## src/rtl/dmem_port_arbiter.sv

```systemverilog
// dmem_port_arbiter
//   Shares one byte-wide data memory (2^AW bytes, big-endian words) between
//   two word-access requesters using round-robin arbitration. Each granted
//   32-bit access becomes four one-byte beats, MSB at the lowest address.
//
// Ports
//   clk, reset            : clock, synchronous active-high reset
//   rN_req/we/addr/wdata  : request from port N (held until rN_gnt)
//   rN_gnt                : one-cycle acceptance pulse (combinational in IDLE)
//   rN_done               : one-cycle completion pulse for port N
//   rdata                 : last read word, valid from its done pulse onward
//   err                   : pulses with done for a rejected (misaligned) access
//   busy                  : high whenever the sequencer is not IDLE
//   mem_addr/we/wdata     : byte-array address, write strobe, write byte
//   mem_rdata             : combinational read of mem_addr
//
// Configuration
//   DMEM_ARB_ALIGN_CHECK_EN : when defined, accesses with addr[1:0] != 0 are
//   granted but complete immediately with err and no memory beats. When
//   undefined, any address is accepted, bytes wrap modulo 2^AW, err is 0.
module dmem_port_arbiter #(
  parameter int AW = 5
) (
  input  logic          clk,
  input  logic          reset,
  input  logic          r0_req,
  input  logic          r0_we,
  input  logic [AW-1:0] r0_addr,
  input  logic [31:0]   r0_wdata,
  input  logic          r1_req,
  input  logic          r1_we,
  input  logic [AW-1:0] r1_addr,
  input  logic [31:0]   r1_wdata,
  output logic          r0_gnt,
  output logic          r1_gnt,
  output logic          r0_done,
  output logic          r1_done,
  output logic [31:0]   rdata,
  output logic          err,
  output logic          busy,
  output logic [AW-1:0] mem_addr,
  output logic          mem_we,
  output logic [7:0]    mem_wdata,
  input  logic [7:0]    mem_rdata
);

  typedef enum logic [1:0] {IDLE, XFER, DONE} state_t;

  state_t        state_q, state_d;
  logic [1:0]    k_q, k_d;
  logic          owner_q, owner_d;
  logic          last_q, last_d;
  logic          we_q, we_d;
  logic [AW-1:0] base_q, base_d;
  logic [31:0]   wdata_q, wdata_d;
  logic [23:0]   buf_q, buf_d;
  logic [31:0]   rdata_q, rdata_d;
`ifdef DMEM_ARB_ALIGN_CHECK_EN
  logic          err_q, err_d;
`endif

  logic          pick1;
  logic          sel_we;
  logic [AW-1:0] sel_addr;
  logic [31:0]   sel_wdata;
  logic          in_done;

  // Next-state logic. last_q = 1 means port 1 was granted last, so on a tie
  // port 0 wins; a lone requester always wins.
  always_comb begin
    state_d   = state_q;
    k_d       = k_q;
    owner_d   = owner_q;
    last_d    = last_q;
    we_d      = we_q;
    base_d    = base_q;
    wdata_d   = wdata_q;
    buf_d     = buf_q;
    rdata_d   = rdata_q;
`ifdef DMEM_ARB_ALIGN_CHECK_EN
    err_d     = err_q;
`endif
    pick1     = r1_req && (!r0_req || !last_q);
    sel_we    = pick1 ? r1_we    : r0_we;
    sel_addr  = pick1 ? r1_addr  : r0_addr;
    sel_wdata = pick1 ? r1_wdata : r0_wdata;
    r0_gnt    = 1'b0;
    r1_gnt    = 1'b0;

    case (state_q)
      IDLE: begin
        if (r0_req || r1_req) begin
          r0_gnt  = !pick1 && !reset;
          r1_gnt  = pick1 && !reset;
          owner_d = pick1;
          last_d  = pick1;
          we_d    = sel_we;
          base_d  = sel_addr;
          wdata_d = sel_wdata;
          k_d     = 2'd0;
          state_d = XFER;
`ifdef DMEM_ARB_ALIGN_CHECK_EN
          err_d   = 1'b0;
          if (sel_addr[1:0] != 2'b00) begin
            err_d   = 1'b1;
            state_d = DONE;
          end
`endif
        end
      end
      XFER: begin
        k_d = k_q + 2'd1;
        if (!we_q) begin
          buf_d = {buf_q[15:0], mem_rdata};
        end
        // The last byte is still combinational on mem_rdata, so rdata is
        // assembled here and is already valid during the DONE cycle.
        if (k_q == 2'd3) begin
          state_d = DONE;
          if (!we_q) begin
            rdata_d = {buf_q, mem_rdata};
          end
        end
      end
      DONE: begin
        state_d = IDLE;
      end
      default: begin
        state_d = IDLE;
      end
    endcase
  end

  always_ff @(posedge clk) begin
    if (reset) begin
      state_q <= IDLE;
      k_q     <= 2'd0;
      owner_q <= 1'b0;
      last_q  <= 1'b1;
      we_q    <= 1'b0;
      base_q  <= '0;
      wdata_q <= 32'd0;
      buf_q   <= 24'd0;
      rdata_q <= 32'd0;
`ifdef DMEM_ARB_ALIGN_CHECK_EN
      err_q   <= 1'b0;
`endif
    end else begin
      state_q <= state_d;
      k_q     <= k_d;
      owner_q <= owner_d;
      last_q  <= last_d;
      we_q    <= we_d;
      base_q  <= base_d;
      wdata_q <= wdata_d;
      buf_q   <= buf_d;
      rdata_q <= rdata_d;
`ifdef DMEM_ARB_ALIGN_CHECK_EN
      err_q   <= err_d;
`endif
    end
  end

  // Outputs are gated by reset so an abort takes effect in the same cycle:
  // the beat in flight when reset rises is never written.
  always_comb begin
    in_done   = (state_q == DONE) && !reset;
    r0_done   = in_done && !owner_q;
    r1_done   = in_done && owner_q;
    busy      = (state_q != IDLE);
    rdata     = rdata_q;
    mem_we    = 1'b0;
    mem_addr  = '0;
    mem_wdata = 8'd0;
    if (state_q == XFER && !reset) begin
      mem_addr = base_q + AW'(k_q);
      mem_we   = we_q;
      if (we_q) begin
        case (k_q)
          2'd0:    mem_wdata = wdata_q[31:24];
          2'd1:    mem_wdata = wdata_q[23:16];
          2'd2:    mem_wdata = wdata_q[15:8];
          default: mem_wdata = wdata_q[7:0];
        endcase
      end
    end
`ifdef DMEM_ARB_ALIGN_CHECK_EN
    err = in_done && err_q;
`else
    err = 1'b0;
`endif
  end

endmodule
```

## config.mk

```make
export PLATFORM = sky130hd
export DESIGN_NAME = dmem_port_arbiter
export DESIGN_NICKNAME = d
export VERILOG_FILES = /design/src/rtl/dmem_port_arbiter.sv
export SDC_FILE = /design/constraint.sdc
export NUM_CORES = 1
export LEC_CHECK = 0
export CORE_UTILIZATION = 30
export CTS_CLUSTER_DIAMETER = 50
export DETAILED_ROUTE_END_ITERATION = 8
export GPL_TIMING_DRIVEN = 1
export MAX_ROUTING_LAYER = met4
export PLACE_DENSITY_LB_ADDON = 0.08
export SETUP_SLACK_MARGIN = 0.5
export SLEW_MARGIN = 20
export SYNTH_ARGS = -nofsm -noshare
export SYNTH_HDL_FRONTEND = slang
export SYNTH_SLANG_ARGS = --single-unit
export TNS_END_PERCENT = 10
```

## constraint.sdc

```tcl
create_clock -name clk -period 1.71 [get_ports clk]
set_clock_uncertainty 0.1 [all_clocks]
set_input_delay 0.171 -clock clk [delete_from_list [all_inputs] [get_ports clk]]
set_output_delay 0.171 -clock clk [all_outputs]
set_load 0.05 [all_outputs]
```

==> load_flow_metrics.sql, run 1 <==
INSERT INTO impl_metrics (metric_group, metric, value, unit) VALUES
('critical_path', 'crit_end_category', 'output port', ''),
('synthesis', 'synth_area_per_cell', '8.875', 'um^2'),
('critical_path', 'timing.setup.critical_path_class', 'reg -> out', ''),
('timing', 'period_share', '128.1', '%'),
('layout', 'final_nets', '741', ''),
('timing', 'finalHoldViolCount', '0', ''),
('drt', 'first_iter_violations', '318', ''),
('die', 'design.core.area', '0.01393', 'mm^2'),
('synthesis', 'synthesis.area', '0.004287', 'mm^2'),
('timing', 'max_freq', '0.4564', 'GHz'),
('clocking', 'cts_tree', 'yes', ''),
('placed_design', 'number_of_buffers_added_on_ports', '138', ''),
('global_routing', 'antenna_found_initial', '0', ''),
('clocking', 'clock-root-buffer', 'sky130_fd_sc_hd__clkbuf_16', ''),
('global_routing', 'groute.usage.overall', '19.15', '%'),
('synthesis', 'yosysSeqAreaShare', '46.70', '%'),
('synthesis', 'netlist.top_cell.by_area', 'sky130_fd_sc_hd__dfxtp_1', ''),
('placed_design', 'hpwlAfterDp', '9043', 'um'),
('critical_path', 'cp-start-kind', 'flip-flop', ''),
('timing', 'drv_slew', '0', ''),
('timing', 'fin_crit', '2.191', 'ns'),
('pwr', 'max-vdd-ir-drop', '479.5', 'uV'),
('status', 'violations_in_the_final_reports', 'setup timing', ''),
('timing', 'fin_tns_setup', '-4.861', 'ns'),
('global_routing', 'global_route_wire_length_before_repair', '21050', 'um'),
('critical_path', 'worstPathMaxFanout', '3', ''),
('drt', 'antenna_left', '0', ''),
('drt', 'detail_route.wirelength', '13470', 'um'),
('hold_path', 'hp-class', 'in -> reg', ''),
('synthesis', 'syn-num-nets', '579', ''),
('pwr', 'leakage_dissipation', '2.587', 'nW'),
('synthesis', 'syn-instance-count', '483', ''),
('drt', 'routedWlPerCell', '16.25', 'um'),
('synthesis', 'synth.ff_latch_count', '100', ''),
('layout', 'areaGrowthSynthToFinish', '68.13', '%'),
('pwr', 'pwr_density_cell', '756.0', 'mW/mm^2'),
('critical_path', 'critical_path.cell_chain', 'ha_4 -> inv_2 -> fa_2 -> or3_4 -> a21oi_4 -> buf_12', ''),
('die', 'width_of_the_die', '121.5', 'um'),
('global_routing', 'maximum_number_of_pins_on_one_net_before_global_route_repair', '49', ''),
('critical_path', 'required', '1.44', 'ns'),
('status', 'status', 'finished, violations left', ''),
('critical_path', 'timing.critical_path.arrival', '1.92', 'ns'),
('clocking', 'h-tree-depth', '3', ''),
('die', 'die-area', '0.01477', 'mm^2'),
('timing', 'rsz0062_at_grt', 'yes', ''),
('timing', 'worst_slack', '-0.4809', 'ns'),
('clocking', 'cts_max_path_buffers', '2', ''),
('layout', 'final_core_utilization', '51.72', '%'),
('global_routing', 'first_global_vias', '4021', ''),
('clocking', 'cts.sink_count', '100', ''),
('die', 'floorplan.initialDensity', '30.76', '%'),
('die', 'row_cnt', '43', ''),
('run', 'maxCapViolCount', '0', ''),
('synthesis', 'top_cells_by_area_in_the_synthesized_netlist', 'sky130_fd_sc_hd__dfxtp_1 (47%), sky130_fd_sc_hd__nand2_1 (10%), sky130_fd_sc_hd__a221o_1 (8.9%), sky130_fd_sc_hd__a21oi_1 (8.1%), sky130_fd_sc_hd__nor4b_1 (8.0%)', ''),
('placed_design', 'post-place-ws', '-0.2551', 'ns'),
('drt', 'post-route-drc-count', '0', ''),
('drt', 'drt_first_pass_iters', '5', ''),
('synthesis', 'count_of_synthesis_stage_warnings_from_yosys', '0', ''),
('critical_path', 'timing.critical_path.slowest_cell_delay', '0.38', 'ns'),
('synthesis', 'synth.top_cell.area_share', '46.70', '%'),
('clocking', 'clkTransAtPathRegs', '0.06', 'ns'),
('clocking', 'clock_latency', '0.34', 'ns'),
('critical_path', 'worst_path_dominant_cell_family', 'adder cells', ''),
('placed_design', 'globalplace.congestion', '0.8035', ''),
('timing', 'final-setup-viol-count', '16', ''),
('drt', 'dr_total_vias', '4147', ''),
('die', 'floorplan.die.height', '121.5', 'um'),
('global_routing', 'grt_overflow_total', '0', ''),
('critical_path', 'buffers_inverters_on_critical_path', '2', ''),
('layout', 'num_antenna_cells', '0', ''),
('synthesis', 'post_synth_cell_types', '37', ''),
('layout', 'final_layout_size_suffix_gt1_share', '32.05', '%'),
('critical_path', 'crit_slowest_cell', 'sky130_fd_sc_hd__dfxtp_4', ''),
('die', 'ioPinCount', '140', ''),
('clocking', 'cts_made_buffers', '9', ''),
('drt', 'vias_per_cell', '5.002', '');
## registers in the layout, indices dropped and copies added, names as in the netlist
register  cells
buf_q        24
wdata_q      32
last_q        1
base_q        5
k_q           2
we_q          1
owner_q       1
rdata        32
state_q       2
## cells by family after synthesis
logic type / after synthesis / synth area share (%)
other: 1 / 0.08748
xor gates and xnor gates: 1 / 0.2044
DFF: 100 / 46.70
buffers and inverters: 56 / 6.159
and+or+nand+nor: 187 / 23.35
adders and majority gates: 8 / 2.510
AOI/OAI and AO/OA: 130 / 20.99
## metrics by stage
stage | total power, mW | instances | hold WS [ns] | cell area [um^2]
after detailed placement | 3.431 | 793 | 0.3479 | 6366
after CTS | 5.458 | 824 | 0.3104 | 7009
after floorplan | 2.996 | 483 | 0.2070 | 4552
final | 5.449 | 829 | 0.3251 | 7207
after global placement | 3.423 | 793 | 0.3439 | 6366
after global routing | 5.697 | 829 | 0.3161 | 7207
## layer usage
layer  vias to the layer above  wire (um)  global-route usage, %
li1                       2056          -                      -
met2                       119       6055                  28.16
met4                         0        133                  4.938
met3                         9        750                  5.384
met5                         -          0                      -
met1                      1963       6529                  25.69
## synthesized netlist by cell type
master,count
sky130_fd_sc_hd__or3b_1,2
sky130_fd_sc_hd__buf_4,2
sky130_fd_sc_hd__inv_1,7
sky130_fd_sc_hd__fa_1,1
sky130_fd_sc_hd__nor2b_1,9
sky130_fd_sc_hd__a2111oi_0,1
sky130_fd_sc_hd__nor4b_1,39
sky130_fd_sc_hd__a221o_1,38
sky130_fd_sc_hd__a21oi_1,69
sky130_fd_sc_hd__dfxtp_1,100
sky130_fd_sc_hd__buf_2,19
sky130_fd_sc_hd__o21ai_0,2
sky130_fd_sc_hd__xor2_1,1
sky130_fd_sc_hd__or3_1,2
sky130_fd_sc_hd__conb_1,1
sky130_fd_sc_hd__or2_2,2
sky130_fd_sc_hd__nor3b_1,2
sky130_fd_sc_hd__nor4bb_1,1
sky130_fd_sc_hd__nor3b_2,2
sky130_fd_sc_hd__and4bb_2,1
sky130_fd_sc_hd__a31o_2,1
sky130_fd_sc_hd__a211o_1,1
sky130_fd_sc_hd__o31a_1,1
sky130_fd_sc_hd__nor2_1,6
sky130_fd_sc_hd__a22oi_1,8
sky130_fd_sc_hd__ha_1,7
sky130_fd_sc_hd__or3b_2,1
sky130_fd_sc_hd__and2_1,2
sky130_fd_sc_hd__buf_1,3
sky130_fd_sc_hd__a211oi_1,8
sky130_fd_sc_hd__nand4bb_1,1
sky130_fd_sc_hd__buf_6,3
sky130_fd_sc_hd__nand2_1,115
sky130_fd_sc_hd__a32oi_1,1
sky130_fd_sc_hd__nor3_1,1
sky130_fd_sc_hd__clkbuf_1,22
sky130_fd_sc_hd__nand2b_1,1
## cells in the final DEF (no fill, tap or decap), types with 4 or more instances in the layout
cell type,count
sky130_fd_sc_hd__nand2_4,6
sky130_fd_sc_hd__a221o_1,38
sky130_fd_sc_hd__a21oi_2,5
sky130_fd_sc_hd__buf_6,23
sky130_fd_sc_hd__nand2_1,97
sky130_fd_sc_hd__ha_4,6
sky130_fd_sc_hd__a21oi_1,62
sky130_fd_sc_hd__nand2_2,13
sky130_fd_sc_hd__inv_1,4
sky130_fd_sc_hd__clkdlybuf4s50_1,86
sky130_fd_sc_hd__nor4b_1,38
sky130_fd_sc_hd__buf_12,27
sky130_fd_sc_hd__dfxtp_1,95
sky130_fd_sc_hd__a22oi_2,8
sky130_fd_sc_hd__nor2b_4,6
sky130_fd_sc_hd__buf_4,60
sky130_fd_sc_hd__clkbuf_16,9
sky130_fd_sc_hd__dfxtp_4,4
sky130_fd_sc_hd__a211oi_4,8
## worst reg2reg max path: cells and delay by family (launching register included)
family                 cells  cell delay (ns)
AO/OA/AOI/OAI              1             0.12
buffers and inverters      3             0.37
AND/OR/NAND/NOR            2             0.64
flip-flops                 1             0.37
## what timing repair did
item,4_1_cts,5_1_grt
hold buffers,0,0
gates cloned,1,0
setup endpoints to repair,118,122
buffers inserted,15,5
endpoints found under the hold margin,0,0
pin swaps,32,29
gates resized for setup,63,47
## final cells by class
cell class / count / area [um^2]
Fill cell: 1276 / 6728
Multi-Input combinational cell: 328 / 2502
Timing Repair Buffer: 199 / 2156
Sequential cell: 100 / 2018
Clock buffer: 14 / 264.0
Tap cell: 180 / 225.2
Inverter: 7 / 33.78
Clock inverter: 1 / 7.507
## report_power, final
part | switching, mW | internal [mW] | total [mW]
logic | 0.455 | 0.557 | 1.01
registers | 0.106 | 2.44 | 2.54
clock network | 0.834 | 1.06 | 1.89
## worst paths after layout
check | start | end | slack, ns | cells after the start
worst max-delay path | k_q[0]$_SDFFE_PP0P_ | mem_addr[4] | -0.48 | 6
worst min register to register | rdata[15]$_SDFFE_PP0P_ | rdata[15]$_SDFFE_PP0P_ | 0.36 | 2
worst max register to register | state_q[0]$_SDFFE_PP0P_ | base_q[2]$_SDFFE_PP0P_ | 0.06 | 6
worst min-delay path | mem_rdata[3] | buf_q[3]$_SDFFE_PP0P_ | 0.33 | 3
(Power assumes the default switching activity.)
==> inputs of run 2 (changes only) <==
CORE_MARGIN = 5   (was default)
==> load_flow_metrics.sql, run 2 (same netlist as run 1, synthesis figures left out) <==
INSERT INTO impl_metrics (metric_group, metric, value, unit) VALUES
('drt', 'drt_first_pass_iters', '5', ''),
('layout', 'num_antenna_cells', '0', ''),
('drt', 'dr_total_vias', '4112', ''),
('clocking', 'cts_made_buffers', '9', ''),
('timing', 'finalHoldViolCount', '0', ''),
('pwr', 'leakage_dissipation', '2.583', 'nW'),
('layout', 'final_nets', '729', ''),
('global_routing', 'grt_overflow_total', '0', ''),
('layout', 'areaGrowthSynthToFinish', '71.37', '%'),
('timing', 'hold_slack', '0.1975', 'ns'),
('global_routing', 'global_route_wire_length_before_repair', '22290', 'um'),
('clocking', 'cts_tree', 'yes', ''),
('timing', 'fin_crit', '2.182', 'ns'),
('placed_design', 'hpwlAfterDp', '9946', 'um'),
('hold_path', 'hp-class', 'in -> reg', ''),
('critical_path', 'cp-start-kind', 'flip-flop', ''),
('critical_path', 'timing.critical_path.slowest_cell_delay', '0.39', 'ns'),
('hold_path', 'worst_hold_startpoint', 'reset', ''),
('timing', 'period_share', '127.6', '%'),
('drt', 'antenna_left', '0', ''),
('timing', 'drv_slew', '0', ''),
('timing', 'rsz0062_at_grt', 'yes', ''),
('critical_path', 'timing.critical_path.arrival', '1.91', 'ns'),
('clocking', 'clock-root-buffer', 'sky130_fd_sc_hd__clkbuf_16', ''),
('critical_path', 'critical_path_depth_in_cells', '6', ''),
('status', 'violations_in_the_final_reports', 'setup timing', ''),
('die', 'width_of_the_die', '129.5', 'um'),
('critical_path', 'crit_slowest_cell', 'sky130_fd_sc_hd__dfxtp_4', ''),
('clocking', 'cts.sink_count', '100', ''),
('timing', 'max_slew.worst_pin.slew', '0.5373', 'ns'),
('drt', 'routedWlPerCell', '17.49', 'um'),
('drt', 'vias_per_cell', '5.033', ''),
('critical_path', 'critical_path.cell_chain', 'ha_4 -> inv_2 -> fa_2 -> or3_4 -> a21oi_4 -> buf_12', ''),
('clocking', 'h-tree-depth', '3', ''),
('critical_path', 'timing.setup.critical_path_class', 'reg -> out', ''),
('critical_path', 'crit_end_category', 'output port', ''),
('clocking', 'clock_latency', '0.34', 'ns'),
('run', 'maxCapViolCount', '0', ''),
('layout', 'layout.cells.most_common', 'sky130_fd_sc_hd__nand2_1', ''),
('critical_path', 'reg2reg_setup_slack', '-0.01', 'ns'),
('hold_path', 'cell_count_of_the_worst_hold_path', '3', ''),
('layout', 'final_layout_size_suffix_gt1_share', '36.42', '%'),
('clocking', 'clkTransAtPathRegs', '0.08', 'ns'),
('timing', 'worst_slack', '-0.4720', 'ns'),
('layout', 'final_cell_mix', 'sky130_fd_sc_hd__nand2_1 (98), sky130_fd_sc_hd__dfxtp_1 (92), sky130_fd_sc_hd__clkdlybuf4s50_1 (85)', ''),
('pwr', 'max-vdd-ir-drop', '611.3', 'uV'),
('die', 'row_cnt', '43', ''),
('global_routing', 'maximum_number_of_pins_on_one_net_before_global_route_repair', '43', ''),
('placed_design', 'number_of_buffers_added_on_ports', '138', ''),
('die', 'design.core.area', '0.01393', 'mm^2'),
('global_routing', 'antenna_found_initial', '0', ''),
('die', 'floorplan.initialDensity', '30.76', '%'),
('global_routing', 'groute.usage.overall', '17.28', '%'),
('layout', 'multiInputGateArea', '0.002696', 'mm^2'),
('die', 'floorplan.die.height', '129.5', 'um'),
('timing', 'final-setup-viol-count', '17', ''),
('drt', 'first_iter_violations', '260', ''),
('timing', 'max_freq', '0.4583', 'GHz'),
('timing', 'worst_slew_margin_rel', '64.18', '%'),
('critical_path', 'required', '1.44', 'ns'),
('drt', 'detail_route.wirelength', '14290', 'um'),
('critical_path', 'worst_path_dominant_cell_family', 'adder cells', ''),
('clocking', 'cts_max_path_buffers', '2', ''),
('die', 'die-area', '0.01678', 'mm^2'),
('critical_path', 'crit-reg2reg-launch', 'state_q[0]$_SDFFE_PP0P_', ''),
('pwr', 'power', '5.501', 'mW'),
('hold_path', 'min_delay_worst_endpoint', 'rdata[7]$_SDFFE_PP0P_', ''),
('layout', 'number_of_inserted_filler_cells_in_the_final_layout', '1267', ''),
('placed_design', 'globalplace.congestion', '0.8015', ''),
('drt', 'post-route-drc-count', '0', ''),
('critical_path', 'worstPathMaxFanout', '3', ''),
('global_routing', 'first_global_vias', '4196', ''),
('pwr', 'pwr_density_cell', '748.9', 'mW/mm^2'),
('critical_path', 'buffers_inverters_on_critical_path', '2', ''),
('layout', 'layout.area.seq', '0.002022', 'mm^2'),
('die', 'ioPinCount', '140', ''),
('critical_path', 'critical_path.reg2reg.endpoint', 'wdata_q[0]$_SDFFE_PP0P_', ''),
('status', 'status', 'finished, violations left', ''),
('critical_path', 'r2r_cells', '6', '');
## run 2: worst register-to-register path: stages, from the launching register on
cell                      delay (ns)
sky130_fd_sc_hd__dfxtp_4        0.37
sky130_fd_sc_hd__or3b_4         0.41
sky130_fd_sc_hd__nor3b_4        0.22
sky130_fd_sc_hd__buf_12         0.15
sky130_fd_sc_hd__buf_8          0.13
sky130_fd_sc_hd__buf_12         0.14
sky130_fd_sc_hd__a221o_1        0.15
## run 2: routing by layer
| metal | global-route usage (%) | routed length [um] |
|---|---|---|
| met5 | - | 0 |
| met4 | 5.501 | 169 |
| met3 | 2.803 | 718 |
| met2 | 24.70 | 6336 |
| met1 | 24.91 | 7066 |
## run 2: area by class of cell
type / count / share of cell area (%)
Multi-Input combinational cell: 327 / 36.71
Inverter: 7 / 0.5962
Clock inverter: 6 / 0.6472
Sequential cell: 100 / 27.53
Clock buffer: 9 / 3.066
Timing Repair Buffer: 188 / 28.39
Tap cell: 180 / 3.066
## run 2: what timing repair did
item                                   in CTS  in global routing
gates cloned                                1                  0
endpoints found under the hold margin       0                  0
buffers inserted                            7                  3
gates resized for setup                    73                 53
setup endpoints to repair                 118                125
hold buffers                                0                  0
pin swaps                                  30                 67
## run 2: metrics by stage
stage / utilization [%] / instances / TNS, ns / worst slack [ns] / area [um^2]
final: 52.72 / 817 / -4.919 / -0.4720 / 7346
after global routing: 52.72 / 817 / -6.596 / -0.5308 / 7346
after CTS: 51.06 / 814 / -5.088 / -0.4893 / 7116
after detailed placement: 45.85 / 791 / -9.401 / -0.2373 / 6389
after global placement: 45.85 / 791 / -8.019 / -0.2204 / 6389
after floorplan: - / 483 / -0.1405 / -0.1108 / 4552
## run 2: worst max-delay path by stage
stage,start,end,slack (ns)
floorplan,k_q[0]$_SDFFE_PP0P_,mem_addr[4],-0.11
detailed placement,r0_req,base_q[0]$_SDFFE_PP0P_,-0.24
global placement,r0_req,r0_gnt,-0.22
CTS,k_q[0]$_SDFFE_PP0P_,mem_addr[4],-0.49
finish,k_q[0]$_SDFFE_PP0P_,mem_addr[4],-0.47
global route,k_q[0]$_SDFFE_PP0P_,mem_addr[4],-0.53
## run 2: report_power, final
group	total, mW	internal, mW	switching, mW
registers	2.53	2.44	0.0989
logic	1.05	0.565	0.484
clock network	1.92	0.996	0.922
==> patch (flow settings as in run 2) <==
Encoding of `state_t`: now one-hot (3 bits for 3 states).
--- a/src/rtl/dmem_port_arbiter.sv
+++ b/src/rtl/dmem_port_arbiter.sv
@@ -46,3 +46,3 @@
 
-  typedef enum logic [1:0] {IDLE, XFER, DONE} state_t;
+  typedef enum logic [2:0] {IDLE = 3'b001, XFER = 3'b010, DONE = 3'b100} state_t;
 
Formal check against the unedited RTL: no difference found for any inputs over 10 cycles, from zero or initial values and one cycle with reset high; not proved beyond that.
==> patch against run 2 <==
The flow still finishes with violations (setup timing); final area decreased by 3.2%; synthesized area rose by 6.5%; global-route usage about the same; sequential power is 6% higher; clock power increased by 11%; critical path depth stayed put; wire length is 5.3% higher; synthesized cell count rose by 18%; sequential cell count up 1; first-iteration DRC count increased by 71%; setup slack got worse by 10 ps; total power increased by 6.2%; largest cell class unchanged; highest routed layer unchanged.
==> patch: results (changes against run 2) <==
synth_cells: 568  # was 483
htreeDepth: 3  # unchanged
synth-compound-area-share: 0.223  # was 0.210
viasPerCell: 4.99  # was 5.03
netlist.area_leader.share: 0.443  # was 0.467
yosysSeqAreaShare: 0.443  # was 0.467
drtPass1Iterations: 8  # was 5
grt_pass1_vias: 4488  # was 4196
synth_common_cells: "dfxtp_1 (101), inv_1 (83), a21oi_1 (62), nand2_1 (61), a222oi_1 (46)"  # was nand2_1 (115), dfxtp_1 (100), a21oi_1 (69), nor4b_1 (39), a221o_1 (38)
fin_ws_ps: -482  # was -472 ps
grt_pass1_wl_mm: 24.1  # was 22.3 mm
synth_xor_xnor_area_share: 0.00192  # was 0.00204
synthDistinctLibCells: 35  # was 37
wl_met2_mm: 7.33  # was 6.34 mm
synthTopCellsByArea: "dfxtp_1 (44%), a222oi_1 (10%), inv_1 (6.8%)"  # was dfxtp_1 (47%), nand2_1 (10%), a221o_1 (8.9%)
reg2regPathDepth: 4  # was 6
wl_met1_mm: 6.63  # was 7.07 mm
route.met3.wl_um: 896  # was 718 um
peakVddDrop_mv: 0.553  # was 0.611 mV
leakage_nw: 2.81  # was 2.58 nW
antenna_found_initial: 0  # unchanged
routed_wl_mm: 15.1  # was 14.3 mm
cts_buffer_depth: 2  # unchanged
synth_edf_count: 0  # unchanged
place_congestion: 0.794  # was 0.802
grt_use_total: 0.172  # was 0.173
drive_above_1_share: 0.245  # was 0.364
status: "finished, violations left"  # unchanged
critPathMaxFanout: 4  # was 3
grt_max_degree: 57  # was 43
dp.cells: 880  # was 791
numCtsBuffers: 9  # unchanged
drt_iter0_markers: 444  # was 260
pre_cts_slack_ps: -261  # was -237 ps
dp_hpwl_mm: 10.7  # was 9.95 mm
stdcell_count: 903  # was 817
failed_checks: "setup timing"  # unchanged
synthMuxAreaShare: 0  # unchanged
setup_violations: 54  # was 17
holdPathStages: 3  # unchanged
cts_root_buffer: "clkbuf_16"  # unchanged
fin_nets: 806  # was 729
nFillCells: 1470  # was 1267
synthAdderAreaFrac: 0.0236  # was 0.0251
synth_nets: 664  # was 579
yosysWarnings: 0  # unchanged
placed_cell_area_sq_mm: 0.00647  # was 0.00639 sq mm
-- patch: cell types whose count changed after synthesis, sizes merged, moves of 38 or more --
| cell | change |
|---|---|
| nand2 | -54 |
| a221o | -38 |
| nor4b | -38 |
| o21ai | +41 |
| inv | +77 |
| a222oi | +46 |
| nand2b | +39 |
-- patch: area by class of cell --
cell class                 instances  area share
timing repair buffer             179       0.268
tap                              188      0.0331
sequential                       101       0.286
multi-input combinational        335       0.324
inverter                          84      0.0450
clock inverter                     5     0.00950
clock buffer                      11      0.0341
-- patch: per-layer routing --
layer,GRT usage,up-vias
met5,-,-
met4,0.0354,0
met3,0.0461,14
met2,0.284,138
met1,0.214,2127
li1,-,2231
-- patch: worst max-delay path, cell delays in order, from the launching register on --
cell and delay, ps:
dfxtp_4 390, ha_4 140, inv_2 30, fa_2 370, or3_4 350, a21oi_4 150, buf_12 150
-- patch: cells by family (layout without fill, tap and decap cells) --
logic type	count (synthesis)	after routing
simple gates	170	170
other cells	1	1
compound gates	155	155
fa+ha+maj	8	8
buf+inv	132	279
xor+xnor	1	1
flops	101	101
-- patch: power by group --
| group | total, mW | internal, mW | switching, mW |
|---|---|---|---|
| Sequential | 2.67 | 2.53 | 0.135 |
| Clock | 2.14 | 1.20 | 0.941 |
| Combinational | 1.04 | 0.558 | 0.482 |
| Total | 5.84 | 4.28 | 1.56 |
-- patch: metrics by stage --
stage | setup TNS, ps | hold WS [ps] | utilization
after global placement | -5280 | 346 | 0.429
final | -6340 | 205 | 0.471
after global routing | -10840 | 215 | 0.471
after floorplan | -4050 | 205 | -
after detailed placement | -7020 | 349 | 0.429
after CTS | -7010 | 202 | 0.468
-- patch: worst paths after layout --
| path | startpoint | endpoint | slack [ps] |
|---|---|---|---|
| min reg2reg | buf_q[16] | buf_q[16] | 360 |
| max | k_q[0] | mem_addr[4] | -480 |
| min | reset | state_q[2] | 200 |
| max reg2reg | state_q[0] | wdata_q[3] | -110 |
-- patch: repair_timing --
| action | in CTS | in global routing |
|---|---|---|
| cloned | 0 | 0 |
| setup endpoints to repair | 120 | 124 |
| hold buffers | 1 | 0 |
| hold endpoints to repair | 1 | 0 |
| pin swaps | 19 | 11 |
| buffers inserted | 4 | 2 |
| gates resized for setup | 77 | 12 |
